===== config.mk =====
export PLATFORM = sky130hd
export DESIGN_NAME = sdp_fifo_ctrl
export DESIGN_NICKNAME = d
export VERILOG_FILES = /design/src/rtl/sdp_fifo_ctrl.sv
export SDC_FILE = /design/constraint.sdc
export NUM_CORES = 1
export LEC_CHECK = 0
export BUFFER_PORTS_ARGS = -buffer_cell sky130_fd_sc_hd__buf_4
export CORE_ASPECT_RATIO = 1.25
export CORE_UTILIZATION = 40
export DETAILED_ROUTE_END_ITERATION = 7
export GPL_TIMING_DRIVEN = 1
export HOLD_SLACK_MARGIN = 0.08
export PLACE_DENSITY = 0.7
export SYNTH_ARGS = -nofsm -noshare
export SYNTH_HDL_FRONTEND = slang
export SYNTH_SLANG_ARGS = --single-unit
export TNS_END_PERCENT = 5

===== constraint.sdc =====
create_clock -name i_clk -period 2.8 [get_ports i_clk]
set_input_delay 0.14 -clock i_clk [delete_from_list [all_inputs] [get_ports i_clk]]
set_output_delay 0.14 -clock i_clk [all_outputs]
set_load 0.03 [all_outputs]

===== src/rtl/sdp_fifo_ctrl.sv =====
// sdp_fifo_ctrl: sequencer that wraps one external simple-dual-port block RAM
// (1-cycle registered read) into a first-word-fall-through FIFO. The RAM output
// register serves as the FIFO output stage, so the head word lives in the RAM
// and is only re-read when the consumer takes it.
module sdp_fifo_ctrl #(
  parameter int unsigned RAM_WIDTH = 8,
  parameter int unsigned RAM_DEPTH = 128,
  parameter int unsigned AFULL_LVL = 96,
  localparam int unsigned AW       = $clog2(RAM_DEPTH)
) (
  input  logic                 i_clk,
  input  logic                 i_rstn,
  input  logic                 i_flush,
  input  logic                 i_wr_valid,
  output logic                 o_wr_ready,
  input  logic [RAM_WIDTH-1:0] i_wr_data,
  output logic                 o_rd_valid,
  input  logic                 i_rd_ready,
  output logic [RAM_WIDTH-1:0] o_rd_data,
  output logic [AW:0]          o_level,
  output logic                 o_almost_full,
  output logic                 o_ram_ena,
  output logic                 o_ram_wea,
  output logic [AW-1:0]        o_ram_addra,
  output logic [RAM_WIDTH-1:0] o_ram_dina,
  output logic                 o_ram_enb,
  output logic [AW-1:0]        o_ram_addrb,
  input  logic [RAM_WIDTH-1:0] i_ram_doutb
);

  localparam logic [AW:0]   CntFull = (AW + 1)'(RAM_DEPTH);
  localparam logic [AW:0]   CntOne  = (AW + 1)'(1);
  localparam logic [AW-1:0] PtrOne  = AW'(1);

  logic [AW-1:0] wr_ptr_q, wr_ptr_d;
  logic [AW-1:0] rd_ptr_q, rd_ptr_d;
  // Words written to the RAM but not yet fetched into its output register.
  logic [AW:0]   ram_cnt_q, ram_cnt_d;
  logic          rd_valid_q, rd_valid_d;

  logic wr_ready;
  logic push;
  logic pop;
  logic fetch;

  // Handshakes and the RAM read decision; flush blocks both RAM ports.
  always_comb begin
    wr_ready = (ram_cnt_q != CntFull) & ~i_flush;
    push     = i_wr_valid & wr_ready;
    pop      = rd_valid_q & i_rd_ready;
    // A word pushed this cycle is not yet in ram_cnt_q, so a fetch never reads
    // the address being written in the same cycle.
    fetch    = (ram_cnt_q != '0) & (~rd_valid_q | i_rd_ready) & ~i_flush;
  end

  // Next-state for pointers, RAM occupancy and the output-valid flag.
  always_comb begin
    wr_ptr_d   = wr_ptr_q;
    rd_ptr_d   = rd_ptr_q;
    ram_cnt_d  = ram_cnt_q;
    rd_valid_d = rd_valid_q;
    if (i_flush) begin
      wr_ptr_d   = '0;
      rd_ptr_d   = '0;
      ram_cnt_d  = '0;
      rd_valid_d = 1'b0;
    end else begin
      if (push) begin
        wr_ptr_d = wr_ptr_q + PtrOne;
      end
      if (fetch) begin
        rd_ptr_d = rd_ptr_q + PtrOne;
      end
      if (push && !fetch) begin
        ram_cnt_d = ram_cnt_q + CntOne;
      end else if (fetch && !push) begin
        ram_cnt_d = ram_cnt_q - CntOne;
      end
      if (fetch) begin
        rd_valid_d = 1'b1;
      end else if (pop) begin
        rd_valid_d = 1'b0;
      end
    end
  end

  // State registers; RAM contents are deliberately left untouched by reset.
  always_ff @(posedge i_clk or negedge i_rstn) begin
    if (!i_rstn) begin
      wr_ptr_q   <= '0;
      rd_ptr_q   <= '0;
      ram_cnt_q  <= '0;
      rd_valid_q <= 1'b0;
    end else begin
      wr_ptr_q   <= wr_ptr_d;
      rd_ptr_q   <= rd_ptr_d;
      ram_cnt_q  <= ram_cnt_d;
      rd_valid_q <= rd_valid_d;
    end
  end

  // Output mapping: the RAM read register is the FIFO head.
  always_comb begin
    o_wr_ready    = wr_ready;
    o_rd_valid    = rd_valid_q;
    o_rd_data     = i_ram_doutb;
    o_level       = ram_cnt_q + {{AW{1'b0}}, rd_valid_q};
    o_almost_full = 32'(o_level) >= AFULL_LVL;
    o_ram_ena     = push;
    o_ram_wea     = push;
    o_ram_addra   = wr_ptr_q;
    o_ram_dina    = i_wr_data;
    o_ram_enb     = fetch;
    o_ram_addrb   = rd_ptr_q;
  end

endmodule


After elaboration in Yosys (flattened, before gate mapping):

Cells that the tools add are included.

* $add $sub $neg: 5
* equality and inequality tests: 1
* mux-type cells: 10
* magnitude comparators: 1
* reduce and logical (&&, ||, !) cells: 9
* bitwise gates (word level): 8

Operators by type and width (count)
* $mux 7: 4
* $mux 8: 3
* $add 7x1->7 const B: 2
* $add 8x1->8: 1
* $add 8x1->8 const B: 1
* $ge 8x7->1 const B: 1
* $ne 8x8->1 const B: 1
* $reduce_bool 8->1: 1
* $sub 8x1->8 const B: 1
* $reduce_bool 3->1: 2
* $and 1x1->1: 5
* $reduce_bool 2->1: 2
* $mux 1: 3
* $logic_and 1x1->1: 2
* $logic_not 1->1: 2
* $not 1->1: 2
* $or 1x1->1: 1

* output and inout port bits: 44
* word-level logic and storage cells: 38
* input port bits: 21
* register bits: 23

Logic depth before layout (Yosys ltp):

Gate-level depths: netlist of run 1.

* depth after elaboration: 8
* gate-level depth with buffers: 12
* gate-level depth less buffers: 11

Worst setup path before layout of run 1:

OpenSTA, ideal clock, no wires.

* path type: flip-flop to flip-flop
* start point: reg ram_cnt_q[2]
* end point: reg ram_cnt_q[7]
* arrival time: 2.991 ns
* cell stages (with the launch flop): 12
* required time: 2.728 ns
* period minus slack after synthesis: 3.063 ns
* path buffers: 1
* slack: -0.263 ns
* setup time: 0.072 ns
* path through: dfrtp_1 -> clkbuf_1 -> nor4_1 -> a21boi_1 -> nor3_1 -> inv_1 -> ha_1 -> a211oi_1 -> o211ai_1 -> a21oi_1 -> mux4_2 -> nor2_1

* longest elaborated chain between the ends: 7
* elaborated cells between the ends (all ways): 16
* those cells by class: add/sub (2); eq/ne (1); mux (3); bitwise (4); reduce/logical (6)

RTL lines
* start, declared: line 38 `logic [AW:0] ram_cnt_q, ram_cnt_d;`
* start signal, assigned: line 97 `ram_cnt_q <= ram_cnt_d;`
* parallel branches: the longest is 7 deep, another holds $sub 8x1->8

Parallel ways; which one is timed is not known. The select of a mux whose other input is x is not followed.
A chain may end at the register's enable or synchronous reset.

Final worst setup path of run 1:

Ends and elaborated chain as after synthesis.

==> results of run 1 <==
==> repair_timing <==
| item | 4_1_cts | 5_1_grt |
|---|---|---|
| hold endpoints to repair | 23 | 0 |
| hold buffers | 1 | 0 |
| endpoints found under the setup margin | 2 | 3 |
| pin swaps | 0 | 6 |
| gates resized for setup | 1 | 6 |
==> synth_stat cells, types with 2 or more instances <==
cell	count	area (µm²)
dfrtp_1	23	576
nor2_1	19	71.3
nand2_1	18	67.6
buf_4	17	128
ha_1	10	125
xor2_1	10	87.6
xnor2_1	9	78.8
inv_1	8	30.0
nand4_1	6	37.5
a21oi_1	5	25.0
clkbuf_1	5	18.8
nor3_1	5	25.0
a21o_1	4	30.0
nand3_1	4	20.0
o21a_1	4	30.0
o21ai_0	4	20.0
nor4_1	3	18.8
o31ai_1	3	22.5
a31oi_1	2	12.5
nor2b_1	2	12.5
o211ai_1	2	15.0
o41ai_1	2	17.5
or3_1	2	12.5
==> cell families after synthesis <==
| family | Yosys count |
|---|---|
| AO/OA/AOI/OAI | 34 |
| XOR/XNOR | 19 |
| adder cells (fa/ha/maj) | 11 |
| buffers and inverters | 32 |
| flip-flops | 23 |
| multiplexers | 2 |
| AND/OR/NAND/NOR | 64 |
==> where the power goes <==
group          switching (mW)  internal (mW)  total [mW]  leakage, nW
logic                   0.763          0.643        1.41        0.632
clock network           0.113          0.101       0.214       0.0217
registers              0.0910          0.405       0.496        0.306
==> metrics by stage <==
| stage | util, % | hold slack [ns] | instances | area [µm²] |
|---|---|---|---|---|
| CTS | 50.8 | 0.248 | 272 | 2060 |
| floorplan | - | -0.156 | 185 | 1710 |
| global placement | 49.1 | 0.0492 | 267 | 2000 |
| global route | 51.8 | 0.253 | 272 | 2100 |
| detailed placement | 49.1 | 0.0571 | 267 | 2000 |
| finish | 51.8 | 0.247 | 272 | 2100 |
==> per-layer routing <==
| metal | track usage, % | vias to the layer above | routed length (µm) | part of all wire [%] |
|---|---|---|---|---|
| li1 | - | 695 | - | - |
| met1 | 19.4 | 656 | 1570 | 44 |
| met2 | 27.5 | 28 | 1780 | 50 |
| met3 | 2.92 | 8 | 127 | 3.6 |
| met4 | 6.98 | 0 | 73 | 2.1 |
| met5 | 0 | - | 0 | 0 |
==> sequential cells by signal, indices dropped and copies added (netlist names) <==
name,cells
ram_cnt_q,8
o_ram_addra,7
o_ram_addrb,7
o_rd_valid,1
==> path summary, 6_finish.rpt <==
check | endpoint | startpoint | cells after the start | slack [ns]
min | o_ram_addra[2]$_DFFE_PN0P_ | i_flush | 2 | 0.25
max in group asynchronous | ram_cnt_q[0]$_DFFE_PN0P_ | i_rstn | 2 | 2.25
max | ram_cnt_q[7]$_DFFE_PN0P_ | ram_cnt_q[2]$_DFFE_PN0P_ | 10 | 0.14
min reg2reg | o_ram_addra[6]$_DFFE_PN0P_ | o_ram_addra[6]$_DFFE_PN0P_ | 2 | 0.55
min in group asynchronous | o_ram_addrb[5]$_DFFE_PN0P_ | i_rstn | 2 | 0.30
max reg2reg | ram_cnt_q[7]$_DFFE_PN0P_ | ram_cnt_q[2]$_DFFE_PN0P_ | 10 | 0.14
==> cell type report <==
type / instances / area (µm²) / share of cell area (%)
well taps: 56 / 70.1 / 3.33
clock inverters: 1 / 7.51 / 0.357
repair buffers: 51 / 385 / 18.3
flip-flops and latches: 23 / 577 / 27.4
inverters: 8 / 30.0 / 1.43
multi-input cells: 130 / 993 / 47.2
clock buffers: 3 / 41.3 / 1.96
==> impl_metrics.json, run 1 <==
{
  "antenna_found_initial": 0,
  "grt_usage_pct": 16.1,
  "setup_viol": 0,
  "skew_ns": 0.00402,
  "routed_wl_mm": 3.56,
  "synth_edf_count": 0,
  "final_antenna_net_count": 0,
  "cp-end-kind": "register",
  "hold_violations": 0,
  "synth_mux_area_share_pct": 1.92,
  "powerDensity_nw_per_um2": 1010,
  "insertion_delay_ns": 0.27,
  "crit_slowest_cell": "mux4_2",
  "synthArstFlopShare_pct": 100,
  "numClockSinks": 23,
  "wl_per_cell_um": 13.1,
  "cp_top_family": "simple AND/OR/NAND/NOR gates",
  "synth_cells": 185,
  "dp_slack_ns": -0.0123,
  "io_buffers": 32,
  "max_cap_violations": 0,
  "period_needed_ns": 2.66,
  "synth-xor-area-share_pct": 9.83,
  "cpPeakStageDelay_ns": 0.50,
  "synth_area_um2": 1690,
  "fp-row-count": 26,
  "core-area_um2": 4070,
  "tns_ns": 0,
  "dieArea_um2": 4500,
  "grt_overflow": 0,
  "yosys_warnings": 0,
  "slew_headroom_pct": 72.2,
  "dp_hpwl_mm": 2.67,
  "critPathMostFrequentCell": "a21oi_2",
  "grt_max_degree": 30,
  "fin_nets": 249,
  "synth_seq_cells": 23,
  "drv_slew": 0,
  "fillers": 377,
  "synth-compound-area-share_pct": 15.6,
  "grt_first_pass_wirelength_mm": 5.34,
  "critical_path_class": "register to register",
  "routed_via_density": 5.10,
  "min_path_type": "input pin to register",
  "die_h_um": 74.7,
  "finalPower_mw": 2.12,
  "root_buffer": "clkbuf_8",
  "area_growth_pct": 24.3,
  "first_global_vias": 1198,
  "cp-start-kind": "register",
  "vias": 1387,
  "fin_ws_ns": 0.138,
  "synthAdderAreaFrac_pct": 8.57,
  "antennaDiodeCount": 0,
  "path_cells": "nor4_4, a21boi_2, nor3_2, inv_2, ha_1, a21oi_2, o211ai_1, a21oi_2, mux4_2, nor2_1",
  "worst_pin_slew_ns": 0.416,
  "cp.required_ns": 3.00,
  "cts_buffers": 3,
  "cts_setup_buffers": 0,
  "final_common_cell": "buf_4",
  "fp.dieW_um": 60.2,
  "drt_iter0_markers": 97,
  "h-tree-depth": 1,
  "ctsLongestPathBuffers": 2,
  "ios": 65,
  "gp_congestion": 0.868,
  "synthSimpleGateAreaFrac_pct": 18.7,
  "min_period_over_period_pct": 95.1,
  "synth_top_family_by_area": "simple AND/OR/NAND/NOR gates",
  "status": "finished clean",
  "drt_pre_antenna_iters": 4,
  "ys.flop_type": "dfrtp_1",
  "start_util_pct": 41.6,
  "cts_tree": "yes",
  "yosysSeqAreaShare_pct": 34.0,
  "cp_data_arrival_time_ns": 2.87,
  "p_leak_nw": 0.959,
  "clkTransAtPathRegs_ns": 0.09,
  "syn_nets": 217,
  "rsz0062_at_grt": "yes",
  "avgSynthCellArea_um2": 9.15,
  "vdd_ir_drop_max_v": 0.000386,
  "fmax_mhz": 376,
  "drc_errors": 0,
  "cp_num_buf_inv": 1,
  "synthDistinctLibCells": 41,
  "crit_path_max_fanout": 6,
  "mostFrequentLayoutCells": "buf_4, dfrtp_1, nor2_1",
  "drive_above_1_share_pct": 33.3
}
(Power assumes the default switching activity.)
==> inputs of run 2 (changes only) <==
--- a/config.mk
+++ b/config.mk
@@ -7,11 +7,14 @@
 export LEC_CHECK = 0
 export BUFFER_PORTS_ARGS = -buffer_cell sky130_fd_sc_hd__buf_4
 export CORE_ASPECT_RATIO = 1.25
+export CORE_MARGIN = 10
 export CORE_UTILIZATION = 40
+export CTS_BUF_LIST = sky130_fd_sc_hd__clkbuf_8
 export DETAILED_ROUTE_END_ITERATION = 7
 export GPL_TIMING_DRIVEN = 1
 export HOLD_SLACK_MARGIN = 0.08
 export PLACE_DENSITY = 0.7
+export SLEW_MARGIN = 20
 export SYNTH_ARGS = -nofsm -noshare
 export SYNTH_HDL_FRONTEND = slang
 export SYNTH_SLANG_ARGS = --single-unit
==> impl_metrics.json, run 2 (synthesis gave the netlist of run 1 again) <==
{
  "status": "finished clean",
  "crit_path_max_fanout": 6,
  "cp.required_ns": 3.00,
  "critical_path_class": "register to register",
  "finalPower_mw": 2.22,
  "antennaDiodeCount": 0,
  "drt_pre_antenna_iters": 5,
  "cp-end-kind": "register",
  "fillers": 397,
  "routed_via_density": 5.25,
  "largest_reg_flops": 8,
  "max_cap_violations": 0,
  "reg2reg_to": "ram_cnt_q[7]$_DFFE_PN0P_",
  "first_global_vias": 1464,
  "cp_data_arrival_time_ns": 2.99,
  "ctsLongestPathBuffers": 2,
  "fin_nets": 253,
  "ios": 65,
  "min_period_over_period_pct": 99.8,
  "ff2ff_setup_slack_ns": 0.005,
  "post-route-cell-area_um2": 2170,
  "routed_wl_mm": 4.07,
  "period_needed_ns": 2.79,
  "insertion_delay_ns": 0.26,
  "grt_overflow": 0,
  "drv_slew": 0,
  "switching_share_pct": 45.5,
  "intPower_mw": 1.21,
  "hold_violations": 0,
  "rsz0062_at_grt": "yes",
  "whs_path_depth": 2,
  "cp_num_buf_inv": 2,
  "setup_viol": 0,
  "drive_above_1_share_pct": 35.9,
  "p_leak_nw": 0.989,
  "dp_hpwl_mm": 3.00,
  "grt_usage_pct": 10.9,
  "power_frac_comb_pct": 68.4,
  "antenna_found_initial": 0,
  "cts_buffers": 3,
  "gp_congestion": 0.833,
  "numClockSinks": 23,
  "crit_slowest_cell": "mux4_2",
  "final_antenna_net_count": 0,
  "regMostFlops": "ram_cnt_q",
  "skew_ns": 0.00309,
  "whs_endpoint": "o_ram_addra[2]$_DFFE_PN0P_",
  "power_switching_mw": 1.01,
  "worstHoldStart": "i_flush",
  "core-area_um2": 4100,
  "clkTransAtPathRegs_ns": 0.08,
  "die_h_um": 92.7,
  "cp_top_family": "simple AND/OR/NAND/NOR gates",
  "root_buffer": "clkbuf_8",
  "mostFrequentLayoutCells": "buf_4, dfrtp_1, nor2_1",
  "placed_area_um2": 1980,
  "final_core_util_pct": 53.0,
  "area_growth_pct": 28.2,
  "rr_startpoint": "ram_cnt_q[0]$_DFFE_PN0P_",
  "drt_iter0_markers": 84,
  "io_buffers": 32,
  "grt_first_pass_wirelength_mm": 6.78,
  "regArea_um2": 577,
  "h-tree-depth": 1,
  "seq_power_share_pct": 22.4,
  "final_common_cell": "buf_4",
  "start_util_pct": 41.3,
  "fp-row-count": 26,
  "dieArea_um2": 7250,
  "drc_errors": 0,
  "worstRegToRegCells": 12,
  "worst_pin_slew_ns": 0.390,
  "clkPwrFrac_pct": 9.2,
  "fmax_mhz": 358,
  "grt_max_degree": 30,
  "cpPeakStageDelay_ns": 0.50,
  "cts_tree": "yes",
  "vdd_ir_drop_max_v": 0.000376,
  "min_path_type": "input pin to register",
  "fp.dieW_um": 78.2,
  "slew_headroom_pct": 73.4,
  "path_cells": "nor4_4, buf_4, nand3_1, nand2_2, nor3_2, inv_2, ha_4, a211oi_2, o211ai_1, a21oi_2, mux4_2, nor2_1",
  "powerDensity_nw_per_um2": 1020,
  "multi_input_area_um2": 1030,
  "cp-start-kind": "register",
  "vias": 1448,
  "wl_per_cell_um": 14.7
}
run 2: changes by cell type in the layout (fill, tap and decap cells not counted), sizes merged:
cell      delta
clkinvlp     -1
buf          +4
clkinv       +1
run 2: area by class of cell:
cell class / instances / area share (%)
multi-input cells: 130 / 47.6
well taps: 56 / 3.23
clock inverters: 1 / 0.231
inverters: 8 / 1.38
clock buffers: 3 / 1.90
repair buffers: 55 / 19.1
flip-flops and latches: 23 / 26.6
run 2: power by group through the flow:
stage	logic (mW)	registers (mW)	clock network, mW
global route	1.66	0.508	0.228
finish	1.52	0.497	0.205
global placement	1.33	0.488	0
detailed placement	1.34	0.491	0
CTS	1.38	0.494	0.211
floorplan	0.901	0.548	0
run 2: worst max-delay path by stage:
| stage | from | endpoint | slack (ns) | cells past startpoint |
|---|---|---|---|---|
| 2_1_floorplan | ram_cnt_q[0]$_DFFE_PN0P_ | ram_cnt_q[6]$_DFFE_PN0P_ | -0.01 | 10 |
| 3_3_place_gp | ram_cnt_q[0]$_DFFE_PN0P_ | ram_cnt_q[7]$_DFFE_PN0P_ | 0.02 | 10 |
| 3_5_place_dp | ram_cnt_q[7]$_DFFE_PN0P_ | ram_cnt_q[7]$_DFFE_PN0P_ | 0.01 | 10 |
| 4_1_cts | ram_cnt_q[4]$_DFFE_PN0P_ | ram_cnt_q[6]$_DFFE_PN0P_ | 0.02 | 10 |
| 5_1_grt | ram_cnt_q[0]$_DFFE_PN0P_ | ram_cnt_q[7]$_DFFE_PN0P_ | -0.16 | 12 |
| 6_report | ram_cnt_q[0]$_DFFE_PN0P_ | ram_cnt_q[7]$_DFFE_PN0P_ | 0.005 | 12 |
run 2: what timing repair did:
| action | 4_1_cts | 5_1_grt |
|---|---|---|
| setup endpoints to repair | 2 | 3 |
| hold endpoints to repair | 23 | 0 |
| hold buffers | 1 | 0 |
| pin swaps | 1 | 7 |
| buffers inserted | 2 | 4 |
| gates resized for setup | 2 | 9 |
run 2: through the flow:
step           instances  hold slack [ns]  setup TNS, ns  worst slack (ns)
5_1_grt              276            0.267         -0.158            -0.158
4_1_cts              272            0.253              0            0.0188
3_5_place_dp         265           0.0504              0            0.0150
2_1_floorplan        185           -0.156        -0.0225           -0.0138
3_3_place_gp         265           0.0479              0            0.0157
6_report             276            0.261              0           0.00518
run 2: routing by layer:
metal,vias up,part of all wire [%],track usage (%)
met5,-,0,0
met4,0,1.1,4.04
met3,6,5.6,3.29
met2,40,54,19.9
met1,699,39,11.4
li1,703,-,-
